File: config.mk
export PLATFORM = sky130hd
export DESIGN_NAME = target_spawner
export DESIGN_NICKNAME = d
export VERILOG_FILES = /design/src/rtl/reflex_pkg.sv /design/src/rtl/lfsr16.sv /design/src/rtl/target_spawner.sv
export SDC_FILE = /design/constraint.sdc
export NUM_CORES = 1
export LEC_CHECK = 0
export CAP_MARGIN = 20
export CORE_MARGIN = 2
export CORE_UTILIZATION = 58
export CTS_BUF_LIST = sky130_fd_sc_hd__clkbuf_4
export DETAILED_ROUTE_END_ITERATION = 10
export PLACE_DENSITY = 0.8
export SLEW_MARGIN = 0
export SYNTH_ARGS = -nofsm -noshare
export SYNTH_HDL_FRONTEND = slang
export SYNTH_SLANG_ARGS = --single-unit
File: constraint.sdc
create_clock -name clk -period 5.9 [get_ports clk]
set_clock_uncertainty 0.05 [all_clocks]
set_input_delay 1.475 -clock clk [delete_from_list [all_inputs] [get_ports clk]]
set_output_delay 1.475 -clock clk [all_outputs]
set_load 0.02 [all_outputs]
File: src/rtl/reflex_pkg.sv
// Shared definitions for the reaction-game control path.
//   state_e   : game FSM encoding (IDLE, DELAY, SHOW, DONE)
//   H_ACTIVE  : visible line width in pixels
//   V_ACTIVE  : visible frame height in lines
//   LFSR_TAPS : feedback mask for x^16+x^14+x^13+x^11+1 (right-shifting form)
package reflex_pkg;

   typedef enum logic [1:0] {
      ST_IDLE  = 2'd0,
      ST_DELAY = 2'd1,
      ST_SHOW  = 2'd2,
      ST_DONE  = 2'd3
   } state_e;

   localparam int unsigned H_ACTIVE  = 640;
   localparam int unsigned V_ACTIVE  = 480;

   // Bits 0,2,3,5 XORed feed bit 15 of the right-shifting register.
   localparam logic [15:0] LFSR_TAPS = 16'h002D;

endpackage

File: src/rtl/lfsr16.sv
// Free-running 16-bit Fibonacci LFSR.
//   clk   : clock
//   rst_n : asynchronous active-low reset, loads SEED (must be nonzero)
//   value : current register contents, advances every clock out of reset
module lfsr16 #(
   parameter logic [15:0] SEED = 16'hACE1
) (
   input  logic        clk,
   input  logic        rst_n,
   output logic [15:0] value
);
   import reflex_pkg::*;

   logic [15:0] lfsr_q;
   logic [15:0] lfsr_d;

   always_comb begin
      lfsr_d = {^(lfsr_q & LFSR_TAPS), lfsr_q[15:1]};
   end

   always_ff @(posedge clk or negedge rst_n) begin
      if (!rst_n) begin
         lfsr_q <= SEED;
      end else begin
         lfsr_q <= lfsr_d;
      end
   end

   assign value = lfsr_q;

endmodule

File: src/rtl/target_spawner.sv
// Reaction-game control: picks pseudo-random target position and pre-show
// delay, shows the target, times the player's reaction and keeps score.
//   clk, rst_n        : 25 MHz pixel clock, asynchronous active-low reset
//   game_en           : level, high while a game runs (rising edge starts one)
//   press, on_target  : single-cycle press and cursor-over-target qualifier
//   ballX, ballY      : target top-left corner for the display stage
//   start             : target visible
//   hit_count, miss_count, last_rt_ms, game_over : score outputs
module target_spawner #(
   parameter int unsigned TICK_DIV     = 25000,
   parameter int unsigned BALL_SIZE    = 40,
   parameter int unsigned DELAY_MIN_MS = 500,
   parameter int unsigned TIMEOUT_MS   = 1000,
   parameter int unsigned ROUNDS       = 10,
   parameter logic [15:0] SEED         = 16'hACE1
) (
   input  logic       clk,
   input  logic       rst_n,
   input  logic       game_en,
   input  logic       press,
   input  logic       on_target,
   output logic [9:0] ballX,
   output logic [9:0] ballY,
   output logic       start,
   output logic [7:0] hit_count,
   output logic [7:0] miss_count,
   output logic [9:0] last_rt_ms,
   output logic       game_over
);
   import reflex_pkg::*;

   localparam int unsigned PRE_W = (TICK_DIV > 1) ? $clog2(TICK_DIV) : 1;
   // One counter serves as ms counter in DELAY and reaction counter in SHOW.
   localparam int unsigned CNT_W = 16;

   localparam logic [PRE_W-1:0] PRE_LAST    = PRE_W'(TICK_DIV - 1);
   localparam logic [9:0]       X_LIM       = 10'(H_ACTIVE - BALL_SIZE);
   localparam logic [8:0]       Y_LIM       = 9'(V_ACTIVE - BALL_SIZE);
   localparam logic [CNT_W-1:0] DELAY_MIN_C = CNT_W'(DELAY_MIN_MS);
   localparam logic [CNT_W-1:0] TIMEOUT_C   = CNT_W'(TIMEOUT_MS);
   localparam logic [7:0]       ROUNDS_C    = 8'(ROUNDS);

   function automatic logic [7:0] sat_inc8(input logic [7:0] v);
      return (v == 8'hFF) ? v : v + 8'd1;
   endfunction

   state_e           state_q,   state_d;
   logic [PRE_W-1:0] presc_q,   presc_d;
   logic [CNT_W-1:0] cnt_q,     cnt_d;
   logic [CNT_W-1:0] delay_q,   delay_d;
   logic [7:0]       round_q,   round_d;
   logic [9:0]       ballx_q,   ballx_d;
   logic [9:0]       bally_q,   bally_d;
   logic [7:0]       hit_q,     hit_d;
   logic [7:0]       miss_q,    miss_d;
   logic [9:0]       last_rt_q, last_rt_d;
   logic             start_q,   start_d;
   logic             over_q,    over_d;
   logic             game_en_q, game_en_d;

   logic [15:0]      lfsr;
   logic             tick;
   logic [CNT_W-1:0] cnt_inc;
   logic [9:0]       pos_x;
   logic [8:0]       raw_y;
   logic [9:0]       pos_y;
   logic [CNT_W-1:0] new_delay;
   logic [9:0]       rt_sat;
   logic             enter_delay;
   logic             round_end;

   lfsr16 #(.SEED(SEED)) u_lfsr (
      .clk   (clk),
      .rst_n (rst_n),
      .value (lfsr)
   );

   assign tick      = (presc_q == PRE_LAST);
   assign cnt_inc   = (tick && (cnt_q != '1)) ? cnt_q + CNT_W'(1) : cnt_q;
   assign pos_x     = (lfsr[9:0] >= X_LIM) ? lfsr[9:0] - X_LIM : lfsr[9:0];
   assign raw_y     = {lfsr[15:10], lfsr[2:0]};
   assign pos_y     = {1'b0, ((raw_y >= Y_LIM) ? raw_y - Y_LIM : raw_y)};
   assign new_delay = DELAY_MIN_C + CNT_W'(lfsr[12:3]);
   assign rt_sat    = (|cnt_q[CNT_W-1:10]) ? '1 : cnt_q[9:0];

   always_comb begin
      state_d     = state_q;
      presc_d     = tick ? '0 : presc_q + PRE_W'(1);
      cnt_d       = cnt_inc;
      delay_d     = delay_q;
      round_d     = round_q;
      ballx_d     = ballx_q;
      bally_d     = bally_q;
      hit_d       = hit_q;
      miss_d      = miss_q;
      last_rt_d   = last_rt_q;
      over_d      = over_q;
      game_en_d   = game_en;
      enter_delay = 1'b0;
      round_end   = 1'b0;

      unique case (state_q)
         ST_IDLE: begin
            if (game_en && !game_en_q) begin
               hit_d       = '0;
               miss_d      = '0;
               last_rt_d   = '0;
               over_d      = 1'b0;
               round_d     = '0;
               enter_delay = 1'b1;
            end
         end
         ST_DELAY: begin
            // Abort beats everything; a press beats an expiring delay.
            if (!game_en) begin
               state_d = ST_IDLE;
            end else if (press) begin
               miss_d    = sat_inc8(miss_q);
               round_end = 1'b1;
            end else if (cnt_inc == delay_q) begin
               state_d = ST_SHOW;
            end
         end
         ST_SHOW: begin
            // A press in the timeout cycle is scored as the press only.
            if (!game_en) begin
               state_d = ST_IDLE;
            end else if (press) begin
               if (on_target) begin
                  hit_d     = sat_inc8(hit_q);
                  last_rt_d = rt_sat;
               end else begin
                  miss_d = sat_inc8(miss_q);
               end
               round_end = 1'b1;
            end else if (cnt_inc == TIMEOUT_C) begin
               miss_d    = sat_inc8(miss_q);
               round_end = 1'b1;
            end
         end
         ST_DONE: begin
            if (!game_en) begin
               state_d = ST_IDLE;
            end
         end
         default: state_d = ST_IDLE;
      endcase

      if (round_end) begin
         round_d = sat_inc8(round_q);
         if (round_d == ROUNDS_C) begin
            state_d = ST_DONE;
            over_d  = 1'b1;
         end else begin
            enter_delay = 1'b1;
         end
      end

      if (enter_delay) begin
         state_d = ST_DELAY;
         ballx_d = pos_x;
         bally_d = pos_y;
         delay_d = new_delay;
      end

      // DELAY re-entry keeps state_d == state_q, hence the explicit flag.
      if (enter_delay || (state_d != state_q)) begin
         presc_d = '0;
         cnt_d   = '0;
      end

      start_d = (state_d == ST_SHOW);
   end

   always_ff @(posedge clk or negedge rst_n) begin
      if (!rst_n) begin
         state_q   <= ST_IDLE;
         presc_q   <= '0;
         cnt_q     <= '0;
         delay_q   <= '0;
         round_q   <= '0;
         ballx_q   <= '0;
         bally_q   <= '0;
         hit_q     <= '0;
         miss_q    <= '0;
         last_rt_q <= '0;
         start_q   <= 1'b0;
         over_q    <= 1'b0;
         game_en_q <= 1'b0;
      end else begin
         state_q   <= state_d;
         presc_q   <= presc_d;
         cnt_q     <= cnt_d;
         delay_q   <= delay_d;
         round_q   <= round_d;
         ballx_q   <= ballx_d;
         bally_q   <= bally_d;
         hit_q     <= hit_d;
         miss_q    <= miss_d;
         last_rt_q <= last_rt_d;
         start_q   <= start_d;
         over_q    <= over_d;
         game_en_q <= game_en_d;
      end
   end

   assign ballX      = ballx_q;
   assign ballY      = bally_q;
   assign start      = start_q;
   assign hit_count  = hit_q;
   assign miss_count = miss_q;
   assign last_rt_ms = last_rt_q;
   assign game_over  = over_q;

endmodule
==> impl_summary.md <==
Timing
For the pin with the worst max-slew slack, the measured transition is 1.06 ns. The final number of max-transition violations is 0. In the finished design, the share of the clock period the worst path needs comes to 0.751. Setup repair after global routing left no endpoint under its margin. The sum of negative setup slack is 0 ns. Headroom to the max-slew limit came out at 0.294. Setup violations remaining at the end of the flow were counted as 0. The number of hold violations in the final report is 0. Static timing analysis puts the maximum clock frequency at 226 MHz. The final period demand of the worst path is 4.43 ns.

Drt
The number of DRC markers in iteration 0 is 420. Summing over every cut layer, the via total after detailed routing is 5207. Using the TritonRoute via totals, the vias-per-cell ratio works out to 6.03. The detailed-routing iteration count for the pre-antenna-repair pass is 6. After detailed routing, the met3 layer carries 900 microns of wire. The routed design has 14200 microns of wire. The remaining design rule violation count is 0. The mean routed wirelength per cell is 16.4 microns.

The sum of routed wire segments on met1 is 6590 microns. The count of antenna-violating nets left after detailed routing is 0. The sum of met2 wire segment lengths after detailed routing is 6490 microns.

The detailed router used layers up to and including met4.

Setup path
The critical path endpoint category is a register. The worst endpoint data arrival time is 4.81 ns. The critical path start-end classification is register to register. Of all nets on the critical path, the largest fanout is 45. Among cell families on the critical path, the largest total delay comes from compound AO/OA/AOI/OAI gates. On the critical path, the stage with the largest delay is an instance of a31oi_4. The maximum cell stage delay along the critical path is 0.86 ns. The signal on the critical path passes through ha_1 -> and4_1 -> nand3_1 -> o21ai_1 -> nor2_1 -> o2111ai_1 -> nor3_2 -> a31oi_4 -> o211ai_4 -> nor4_2. The total buffers and inverters traversed by the critical path is 0.

The startpoint type of the worst setup path is a register. The required time of the critical path is 6.28 ns.

Yosys
The count of state elements after synthesis is 113. After synthesis, the mean cell area works out to 9.53 sq um. After synthesis the cells add up to 0.00648 sq mm. For this run, the register share of the synthesized area comes to 0.438. Among all flip-flop cells after synthesis, the most frequent one is dfrtp_1. In the post-synthesis netlist, the biggest area contributors are dfrtp_1, o21ai_0, nand2_1, xnor2_1, xor2_1.

The most frequent cell after synthesis is dfrtp_1. The count of cell types in the netlist is 75. The number of nets produced by synthesis is 700. For this run, the number of Yosys warnings is 0. The share of flip-flops with an asynchronous set or reset after synthesis is 1.00. The commonest cells after synthesis are dfrtp_1, nand2_1, o21ai_0.

The share of synthesized area in the top cell type comes to 0.406. After technology mapping, the gate count stands at 680. Summed over all instances, the cell type with the most area after synthesis is dfrtp_1. Counting flops with a built-in enable in the synthesized netlist gives 0.

Power and ir drop
Summed over all cells, the static leakage comes to 2.99 nW. The total power divided by cell area is 299 mW/mm^2. The power consumption is 0.00218 W. The worst-case IR drop observed on VDD is 0.261 mV.

Die
In this run the count of I/O pins placed on the die edge is 53. The number of standard-cell rows in the floorplan is 38. In this run the vertical extent of the chip is 110 microns.

The chip width is 110 microns. The core region is 0.0109 sq mm. The initial utilization of the core area, before any placement, comes to 0.595. The area of the die is 0.0120 sq mm.

GRT
The initial antenna violation count is 0. The number of global-route vias before repair is 4922. Across every metal layer, demand over resource in global routing totals 0.254.

Entering global routing, the biggest net connects 72 pins. The first-pass GRT wire length is 23700 microns. The sum of overflow across all layers after global routing is 0.

Cells and area
The repair_antennas step left the layout with diodes totalling 0. The fraction of final layout cells sized beyond drive strength 1 is 0.112. At the end of the flow, the number of nets in the layout was 730. From synthesis to final layout, the design area changed by 12.5%.

Place
Buffers placed on the I/O ports in this run total 51. The detailed placer's ending HPWL is 9650 microns. The routability congestion estimate from global placement is 0.915.

Clock tree
The clock tree from TritonCTS is built. The CTS H-tree depth is 4. The deepest clock path buffer count is 2.

The number of hold buffers added after CTS was 0. The insertion delay to the later sink of the worst-skew pair is 0.54 ns. After clock tree synthesis, the clock-pin slew on the worst setup and hold paths is 0.10 ns. TritonCTS created 17 clock buffers.

The number of resized instances in the post-cts repair step is 0. The number of buffers added for setup after CTS is 0. Clock tree synthesis selected as its root buffer the cell clkbuf_4. The clock sink count is 113.

Outcome
The flow ran to the end, and the final reports show no timing, DRC or antenna violations.

Job
Across the run, the number of max-cap violations was 0.

Min path
The type of the tightest min-delay check is register to register.
final timing paths:
| check | depth (start not counted) | start | slack (ns) | to |
|---|---|---|---|---|
| setup / recovery | 10 | cnt_q[0] | 1.47 | presc_q[3] |
| hold / removal | 0 | u_lfsr.value[1] | 0.36 | u_lfsr.value[0] |
| setup reg to reg | 10 | cnt_q[0] | 1.47 | presc_q[3] |
| hold reg to reg | 0 | u_lfsr.value[1] | 0.36 | u_lfsr.value[0] |
| max in group asynchronous | 2 | rst_n | 3.72 | hit_count[3] |
| min in group asynchronous | 1 | rst_n | 0.99 | presc_q[9] |
cell type report:
| cell class | count | area (sq um) |
|---|---|---|
| Sequential cell | 113 | 2840 |
| Clock inverter | 15 | 196 |
| Tap cell | 140 | 175 |
| Timing Repair Buffer | 53 | 523 |
| Inverter | 14 | 52.6 |
| Fill cell | 845 | 3600 |
| Multi-Input combinational cell | 511 | 3380 |
| Clock buffer | 17 | 128 |
cells in the final DEF (no fill, tap or decap), types with 5 or more instances in the layout:
cell,count
nand2_1,84
dfstp_2,8
nor2_1,37
mux2i_1,8
bufinv_16,5
nand3_1,24
clkdlybuf4s50_1,50
nor4_2,9
nor3_1,33
dfrtp_1,105
nor2b_1,7
nor3b_1,5
and2_1,8
inv_1,14
and4_1,5
ha_1,15
xnor2_1,34
nand4_1,12
a21oi_1,21
and3_1,13
a31oi_1,12
xor2_1,27
clkbuf_4,17
or2_2,6
o31ai_1,5
clkinv_1,6
mux2_2,7
o21ai_0,63
o21ai_1,5
o211ai_1,6
worst register-to-register path, stage by stage (launching register included):
cell,delay (ns)
dfrtp_1,0.51
ha_1,0.37
and4_1,0.29
nand3_1,0.22
o21ai_1,0.50
nor2_1,0.11
o2111ai_1,0.32
nor3_2,0.14
a31oi_4,0.87
o211ai_4,0.55
nor4_2,0.41
layer usage:
metal / global-route usage / up-vias
met5: 0 / -
li1: - / 2506
met3: 0.0747 / 24
met2: 0.377 / 176
met1: 0.348 / 2501
met4: 0.105 / 0
cells by family after synthesis:
logic type	synth area share
xor gates and xnor gates	0.0862
adders and majority gates	0.0305
muxes	0.0245
AOI/OAI and AO/OA	0.150
buffers and inverters	0.0417
DFF	0.438
and+or+nand+nor	0.228
other	0.000579
metrics by stage:
| step | setup WS [ns] | instances | util | area (sq um) | hold slack, ns |
|---|---|---|---|---|---|
| CTS | 1.53 | 863 | 0.670 | 7290 | 0.363 |
| global placement | 1.40 | 831 | 0.640 | 6970 | 0.338 |
| detailed placement | 1.29 | 831 | 0.640 | 6970 | 0.347 |
| floorplan | 2.70 | 680 | - | 6480 | 0.303 |
| finish | 1.47 | 863 | 0.670 | 7290 | 0.359 |
| global route | 1.15 | 863 | 0.670 | 7290 | 0.374 |
flip-flops by register name (all words and copies together) (netlist names):
signal and cells:
cnt_q 16, last_rt_ms 10, state_q 2, presc_q 15, game_over 1, start 1, miss_count 8, ballY 6
round_q 8, ballX 10, delay_q 11, hit_count 8, u_lfsr.value 16, game_en_q 1
power breakdown:
| part | switching, W | internal, W |
|---|---|---|
| Sequential | 0.0000806 | 0.000835 |
| Clock | 0.000287 | 0.000368 |
| Combinational | 0.000418 | 0.000193 |
| Total | 0.000785 | 0.00140 |
Power figures use the tool's default switching activity.
